`src/rtl/disk_link_pkg.sv`:
```
// Shared definitions for the floppy-controller <-> ctrl-module sector link:
// dsr/dcr bit positions, sector size and the server state encoding.
package disk_link_pkg;

  localparam int DSR_ACK  = 16;
  localparam int DSR_RD1  = 17;
  localparam int DSR_RD0  = 18;
  localparam int DSR_WR1  = 20;
  localparam int DSR_WR0  = 21;

  localparam int DCR_BUSY0 = 0;
  localparam int DCR_BUSY1 = 2;
  localparam int DCR_ERR   = 3;
  localparam int DCR_DONE  = 4;

  localparam logic [9:0] SECT_BYTES = 10'd512;
  localparam logic [9:0] SECT_LAST  = 10'd511;

  typedef enum logic [2:0] {
    S_IDLE,
    S_ISSUE,
    S_RXFER,
    S_WXFER,
    S_FIN,
    S_ACKW
  } state_t;

endpackage

```
`src/rtl/disk_lba_calc.sv`:
```
// Maps side/track/sector of the latched command to an image LBA, one register stage.
// GEOM_CHECK_EN adds a registered range-fault flag; otherwise raw fields are used unchecked.
module disk_lba_calc
  import disk_link_pkg::*;
#(
  parameter int SECT_PER_TRK = 10
`ifdef GEOM_CHECK_EN
  , parameter int NUM_TRK = 80
`endif
) (
  input  logic        clk,
  input  logic        rst,
  input  logic [31:0] i_base,
  input  logic [12:0] i_geo,
  output logic [31:0] o_lba,
  output logic        o_fault
);

  logic [4:0]  w_sect;
  logic [6:0]  w_trk;
  logic        w_side;
  logic [31:0] w_lba;
  logic        w_fault;

  assign w_sect = i_geo[4:0];
  assign w_trk  = i_geo[11:5];
  assign w_side = i_geo[12];

  // sector 0 wraps to base-1 here; only the optional range check rejects it
  assign w_lba = i_base + {24'd0, w_trk, w_side} * 32'(SECT_PER_TRK)
                 + {27'd0, w_sect} - 32'd1;

`ifdef GEOM_CHECK_EN
  assign w_fault = (w_sect == 5'd0)
                || ({27'd0, w_sect} > 32'(SECT_PER_TRK))
                || ({25'd0, w_trk} >= 32'(NUM_TRK));
`else
  assign w_fault = 1'b0;
`endif

  always_ff @(posedge clk or posedge rst) begin
    if (rst) begin
      o_lba   <= 32'd0;
      o_fault <= 1'b0;
    end else begin
      o_lba   <= w_lba;
      o_fault <= w_fault;
    end
  end

endmodule

```
`src/rtl/disk_sector_server.sv`:
```
// Responder end of the sector link: decodes dsr commands, moves one 512-byte sector
// between block storage and the controller, reports done/error on dcr. Macro: GEOM_CHECK_EN.
//   state   | meaning
//   IDLE    | waiting for a command while done is clear
//   ISSUE   | phase 0 waits for the registered LBA, phase 1 starts the op or faults
//   RXFER   | storage bytes forwarded to controller on dd0in/dd0inclk
//   WXFER   | controller FIFO bytes offered to storage, popped on accept
//   FIN     | raise done/error, drop busy
//   ACKW    | hold done until commands are clear and ack is high
module disk_sector_server
  import disk_link_pkg::*;
#(
  parameter int          SECT_PER_TRK = 10,
`ifdef GEOM_CHECK_EN
  parameter int          NUM_TRK      = 80,
`endif
  parameter logic [23:0] TIMEOUT      = 24'd5000000
) (
  input  logic        clk,
  input  logic        rst,
  input  logic [31:0] dsr,
  output logic [31:0] dcr,
  output logic [7:0]  dd0in,
  output logic        dd0inclk,
  input  logic [7:0]  dd0out,
  output logic        dd0outclk,
  input  logic [31:0] img_base0,
  input  logic [31:0] img_base1,
  input  logic [1:0]  img_present,
  output logic [31:0] blk_lba,
  output logic        blk_rd,
  output logic        blk_wr,
  input  logic        blk_busy,
  input  logic [7:0]  blk_rdata,
  input  logic        blk_rvalid,
  output logic [7:0]  blk_wdata,
  output logic        blk_wvalid,
  input  logic        blk_wready
);

  state_t      r_state, w_state_nxt;
  logic        r_drv, r_wr, r_iss_ph, r_err, r_done, r_dcr_err;
  logic        r_busy0, r_busy1, r_settle;
  logic [12:0] r_geo;
  logic [9:0]  r_cnt;
  logic [23:0] r_tmo;
  logic [7:0]  r_dd0in;
  logic        r_dd0inclk, r_dd0outclk, r_blk_rd, r_blk_wr;
  logic [31:0] r_blk_lba;

  logic        w_cmd_any, w_sel_drv, w_sel_wr, w_mounted, w_fault;
  logic        w_issue_go, w_rbyte, w_wvalid, w_wfire, w_byte, w_xfer, w_tmo_hit;
  logic        w_fin_err;
  logic [31:0] w_lba;
  logic        w_unused;

  assign w_unused = &{1'b0, dsr[31:22], dsr[19], dsr[15:13]};

  assign w_cmd_any = dsr[DSR_RD0] | dsr[DSR_RD1] | dsr[DSR_WR0] | dsr[DSR_WR1];
  assign w_sel_wr  = ~(dsr[DSR_RD0] | dsr[DSR_RD1]);
  assign w_sel_drv = dsr[DSR_RD0] ? 1'b0 :
                     dsr[DSR_RD1] ? 1'b1 :
                     dsr[DSR_WR0] ? 1'b0 : 1'b1;

  disk_lba_calc #(
    .SECT_PER_TRK(SECT_PER_TRK)
`ifdef GEOM_CHECK_EN
    , .NUM_TRK(NUM_TRK)
`endif
  ) u_lba_calc (
    .clk    (clk),
    .rst    (rst),
    .i_base (r_drv ? img_base1 : img_base0),
    .i_geo  (r_geo),
    .o_lba  (w_lba),
    .o_fault(w_fault)
  );

  assign w_mounted  = img_present[r_drv];
  assign w_issue_go = (r_state == S_ISSUE) && r_iss_ph && w_mounted && !w_fault;
  assign w_rbyte    = (r_state == S_RXFER) && blk_rvalid;
  // one idle cycle after each accept lets the popped FIFO present its next head
  assign w_wvalid   = (r_state == S_WXFER) && (r_cnt != SECT_BYTES) && !r_settle;
  assign w_wfire    = w_wvalid && blk_wready;
  assign w_byte     = w_rbyte || w_wfire;
  assign w_xfer     = (r_state == S_RXFER) || (r_state == S_WXFER);
  assign w_tmo_hit  = w_xfer && !w_byte && (r_tmo == TIMEOUT - 24'd1);

  always_comb begin
    w_state_nxt = r_state;
    w_fin_err   = 1'b0;
    case (r_state)
      S_IDLE:  if (w_cmd_any && !r_done) w_state_nxt = S_ISSUE;
      S_ISSUE: if (r_iss_ph) begin
                 if (!w_mounted || w_fault) begin
                   w_state_nxt = S_FIN;
                   w_fin_err   = 1'b1;
                 end else begin
                   w_state_nxt = r_wr ? S_WXFER : S_RXFER;
                 end
               end
      S_RXFER: if (w_rbyte && r_cnt == SECT_LAST) begin
                 w_state_nxt = S_FIN;
               end else if (w_tmo_hit) begin
                 w_state_nxt = S_FIN;
                 w_fin_err   = 1'b1;
               end
      S_WXFER: if (r_cnt == SECT_BYTES && !blk_busy) begin
                 w_state_nxt = S_FIN;
               end else if (w_tmo_hit) begin
                 w_state_nxt = S_FIN;
                 w_fin_err   = 1'b1;
               end
      S_FIN:   w_state_nxt = S_ACKW;
      S_ACKW:  if (!w_cmd_any && dsr[DSR_ACK]) w_state_nxt = S_IDLE;
      default: w_state_nxt = S_IDLE;
    endcase
  end

  always_ff @(posedge clk or posedge rst) begin
    if (rst) begin
      r_state     <= S_IDLE;
      r_drv       <= 1'b0;
      r_wr        <= 1'b0;
      r_iss_ph    <= 1'b0;
      r_err       <= 1'b0;
      r_done      <= 1'b0;
      r_dcr_err   <= 1'b0;
      r_busy0     <= 1'b0;
      r_busy1     <= 1'b0;
      r_settle    <= 1'b0;
      r_geo       <= 13'd0;
      r_cnt       <= 10'd0;
      r_tmo       <= 24'd0;
      r_dd0in     <= 8'd0;
      r_dd0inclk  <= 1'b0;
      r_dd0outclk <= 1'b0;
      r_blk_rd    <= 1'b0;
      r_blk_wr    <= 1'b0;
      r_blk_lba   <= 32'd0;
    end else begin
      r_state     <= w_state_nxt;
      r_iss_ph    <= (r_state == S_ISSUE) && !r_iss_ph;
      r_blk_rd    <= w_issue_go && !r_wr;
      r_blk_wr    <= w_issue_go && r_wr;
      r_dd0inclk  <= w_rbyte;
      r_dd0outclk <= w_wfire;
      r_settle    <= w_wfire;
      if (w_rbyte) r_dd0in <= blk_rdata;

      if (w_issue_go) begin
        r_blk_lba <= w_lba;
        r_cnt     <= 10'd0;
      end else if (w_byte) begin
        r_cnt <= r_cnt + 10'd1;
      end

      if (w_issue_go || w_byte) r_tmo <= 24'd0;
      else if (w_xfer)          r_tmo <= r_tmo + 24'd1;

      if (r_state == S_IDLE && w_state_nxt == S_ISSUE) begin
        r_drv <= w_sel_drv;
        r_wr  <= w_sel_wr;
        r_geo <= dsr[12:0];
        r_err <= 1'b0;
        if (w_sel_drv) r_busy1 <= 1'b1;
        else           r_busy0 <= 1'b1;
      end

      if (w_state_nxt == S_FIN && r_state != S_FIN) r_err <= w_fin_err;

      if (r_state == S_FIN) begin
        r_done    <= 1'b1;
        r_dcr_err <= r_err;
        r_busy0   <= 1'b0;
        r_busy1   <= 1'b0;
      end else if (r_state == S_ACKW && w_state_nxt == S_IDLE) begin
        r_done    <= 1'b0;
        r_dcr_err <= 1'b0;
      end
    end
  end

  always_comb begin
    dcr            = 32'd0;
    dcr[DCR_BUSY0] = r_busy0;
    dcr[DCR_BUSY1] = r_busy1;
    dcr[DCR_ERR]   = r_dcr_err;
    dcr[DCR_DONE]  = r_done;
  end

  assign dd0in      = r_dd0in;
  assign dd0inclk   = r_dd0inclk;
  assign dd0outclk  = r_dd0outclk;
  assign blk_lba    = r_blk_lba;
  assign blk_rd     = r_blk_rd;
  assign blk_wr     = r_blk_wr;
  assign blk_wvalid = w_wvalid;
  assign blk_wdata  = w_wvalid ? dd0out : 8'h00;

endmodule

```
`config.mk`:
```
export PLATFORM = sky130hd
export DESIGN_NAME = disk_sector_server
export DESIGN_NICKNAME = d
export VERILOG_FILES = /design/src/rtl/disk_link_pkg.sv /design/src/rtl/disk_lba_calc.sv /design/src/rtl/disk_sector_server.sv
export SDC_FILE = /design/constraint.sdc
export NUM_CORES = 1
export LEC_CHECK = 0
export ABC_AREA = 0
export CORE_ASPECT_RATIO = 1.2
export CORE_UTILIZATION = 31
export DETAILED_ROUTE_END_ITERATION = 10
export PLACE_DENSITY_LB_ADDON = 0.12
export SYNTH_ARGS = -nofsm -noshare
export SYNTH_HDL_FRONTEND = slang
export SYNTH_SLANG_ARGS = --single-unit
```
`constraint.sdc`:
```
create_clock -name clk -period 5.9 [get_ports clk]
set_input_delay 1.18 -clock clk [delete_from_list [all_inputs] [get_ports clk]]
set_output_delay 1.18 -clock clk [all_outputs]
set_load 0.03 [all_outputs]
```
==> metrics.md <==
| Metric | Value |
|---|---|
| Vias per cell | `4.51` |
| Rows | `65` |
| Outcome | `completed` |
| Clk slew on worst S/H paths | `70 ps` |
| Hold buffers post-CTS | `0` |
| Final worst slack | `1170 ps` |
| Gr ovfl total | `0` |
| Min-Delay Startpoint | `r_wr` |
| Synth Warn # | `0` |
| Commonest non-fill, non-tap cell in the layout | `clkdlybuf4s50_1` |
| Gr usage total | `13.6%` |
| Area growth syn-to-layout | `29.9%` |
| Clk sinks | `134` |
| RR Startpoint | `r_geo[5]` |
| Fill cell count | `2609` |
| Total negative setup slack | `0 ps` |
| Worst setup SP type | `flop` |
| Met3 Use GR | `2.80%` |
| FF+latch area | `3350 um2` |
| Largest net degree at the start of global routing | `61` |
| Root Driver | `clkbuf_16` |
| Asr flop ratio synth | `100%` |
| Vias | `5846` |
| Commonest cells after routing, fill and taps aside | `clkdlybuf4s50_1, dfrtp_1, ha_1, inv_1, nor2_1` |
| Ys flop type | `dfrtp_1` |
| Post-synthesis mux area share | `11.5%` |
| WP data required | `6240 ps` |
| Final WL | `17500 um` |
| CTS buffer count | `17` |
| Max-slew headroom | `57.3%` |
| F_max | `0.211 GHz` |
| Pre-Repair DR Iteration Count | `4` |
| Max-slew violations | `0` |
| Worst min path class | `reg2reg` |
| Avg WL per Cell | `13.5 um` |
| Pre-CTS setup slack | `959 ps` |
| Die Y | `181 um` |
| Worst Hold Endpoint | `blk_rd` |
| Global Route met1 Usage | `16.4%` |
| Antenna cells | `0` |
| Max cap viols | `0` |
| R2R setup slack | `1170 ps` |
| Area occupied by multi-input gates | `4450 um2` |
| Final Hold Vio Count | `0` |
| CP max FO | `5` |
| Post-DRT Antenna Nets | `0` |
| Post-CTS Resized | `0` |
| Initial antenna violation count | `0` |
| Detailed router's first-iteration violation count | `138` |
| Busiest layer in global routing | `met2` |
| H-Tree Depth | `4` |
| Data arrival, critical path | `5070 ps` |
| Top Ports | `204` |
| Post-synthesis simple-gate area fraction | `11.8%` |
| XOR/XNOR share of the synthesized area | `6.89%` |
| CTS tree | `built` |
| Clock skew | `10.3 ps` |
| Latest clock arrival within the worst-skew pair | `420 ps` |
| Fin crit share | `80.2%` |
| CP Capture Type | `flop` |
| Total Nets Final | `1155` |
| Netlist cell types | `60` |
| Placed Cells incl. Taps | `1264` |
| Detailed-route DRC error count | `0` |
| Synth Instances | `786` |
| Final instance area | `10700 um2` |
| Non-Filler Instances | `1295` |
| Final setup fails | `0` |
| DPL Wire Length | `13200 um` |
| Post-synthesis compound-gate area fraction | `8.40%` |
| Transition time of the tightest slew-check pin | `634 ps` |
| First-pass GRT wire length | `29100 um` |
| Core region area | `26300 um2` |
| DIE WIDTH | `151 um` |
| RSZ-0062 raised after global routing | `false` |
| Largest family of logic cells by synthesized area | `adder cells` |
| R2r endpoint | `u_lba_calc.o_lba[25]` |
| Final min period | `4730 ps` |
| Synthesized area per cell | `10.5 um2` |
| Layout cells sized above 1 | `11.0%` |
| Post-synth EDFFs | `0` |
| Initial Util | `31.5%` |
| Met2 GRT Util | `23.9%` |
| Post-synthesis adder-cell area fraction | `13.9%` |
| Area after DPL | `10100 um2` |
| Die Area | `27300 um2` |
| Reg2Reg Depth | `19` |
| GPL Wtd Cong | `0.737` |
| Vias in the first global route | `5974` |
| Clock buffer depth | `2` |
| CP Class | `reg2reg` |
| Synth Cell Area | `8260 um2` |
| PortBufs | `161` |
| Number of synthesized register bits | `134` |
| # Post-CTS Setup Buffers | `0` |
| Seq/Total Area, Yosys | `40.6%` |
| Hold path depth | `1` |
-- kinds of logic (layout without fill, tap and decap cells) --
kind of cell    count (synthesis)  after routing
fa+ha+maj                      88             88
simple gates                  188            188
buf+inv                       116            263
flops                         134            134
mux                            88             88
other cells                     1             28
compound gates                106            106
xor+xnor                       65             65
-- registers in the layout (all words and copies together), names as in the netlist, 3 cells and up --
register and cells:
r_cnt 10, dd0in 8, u_lba_calc.o_lba 32, r_tmo 24
blk_lba 32, r_geo 13, r_state 3
-- Yosys cell counts, types with 7 or more instances --
master / n / area, um2
xor2_1: 31 / 272
a21o_1: 17 / 128
ha_1: 82 / 1030
inv_1: 67 / 251
mux2i_1: 31 / 310
nand2_1: 36 / 135
mux2_2: 57 / 642
clkbuf_1: 7 / 26.3
a21oi_1: 35 / 175
buf_4: 33 / 248
nor2b_1: 11 / 68.8
dfrtp_1: 134 / 3350
nand2b_1: 7 / 43.8
nor2_1: 59 / 221
and2_1: 15 / 93.8
o21ai_0: 16 / 80.1
xnor2_1: 34 / 298
and3_1: 8 / 50.1
nand3_1: 13 / 65.1
nand4_1: 8 / 50.1
-- final cells by class --
type                    count  share of cell area [%]
flip-flops and latches    134                    31.2
clock buffers              18                    4.09
well taps                 335                    3.90
multi-input cells         563                    41.5
inverters                  67                    2.39
clock inverters            13                    1.61
repair buffers            165                    15.3
-- routing by layer --
metal / vias up / routed length (um)
li1: 2970 / -
met1: 2751 / 7750
met2: 118 / 9020
met3: 7 / 572
met4: 0 / 140
met5: - / 0
-- worst max-delay path by stage --
stage	start	endpoint	slack (ps)	depth (start not counted)
after detailed placement	img_base1[0]	u_lba_calc.o_lba[30]	960	15
after floorplan	rst	blk_lba[0]	1140	1
after global placement	img_base1[0]	u_lba_calc.o_lba[30]	950	15
final	r_geo[5]	u_lba_calc.o_lba[25]	1170	19
after CTS	r_geo[5]	u_lba_calc.o_lba[25]	1080	19
after global routing	r_geo[5]	u_lba_calc.o_lba[25]	740	19
-- metrics by stage --
stage                     hold slack (ps)  utilization, %
after floorplan                       408               -
after global placement                424            38.5
after detailed placement              436            38.5
after CTS                             445            40.9
after global routing                  471            40.9
final                                 441            40.9
-- critical path: stages (launching register included) --
cell      delay (ps)
dfrtp_1          400
ha_1             300
ha_1             230
fa_1             410
a21oi_1          160
nor2_1            50
nor2_1           150
o21bai_1          80
a21oi_1          180
xor2_1           180
ha_1             250
inv_1             60
ha_1             230
ha_1             370
a21o_1           210
nand3b_1         170
o21ai_0          530
o21ai_0          290
a31oi_1          250
xnor2_1          140
Power is left out: the tool's default activity adds up to more than one toggle a clock period on the data nets, which glitch-free logic cannot reach.
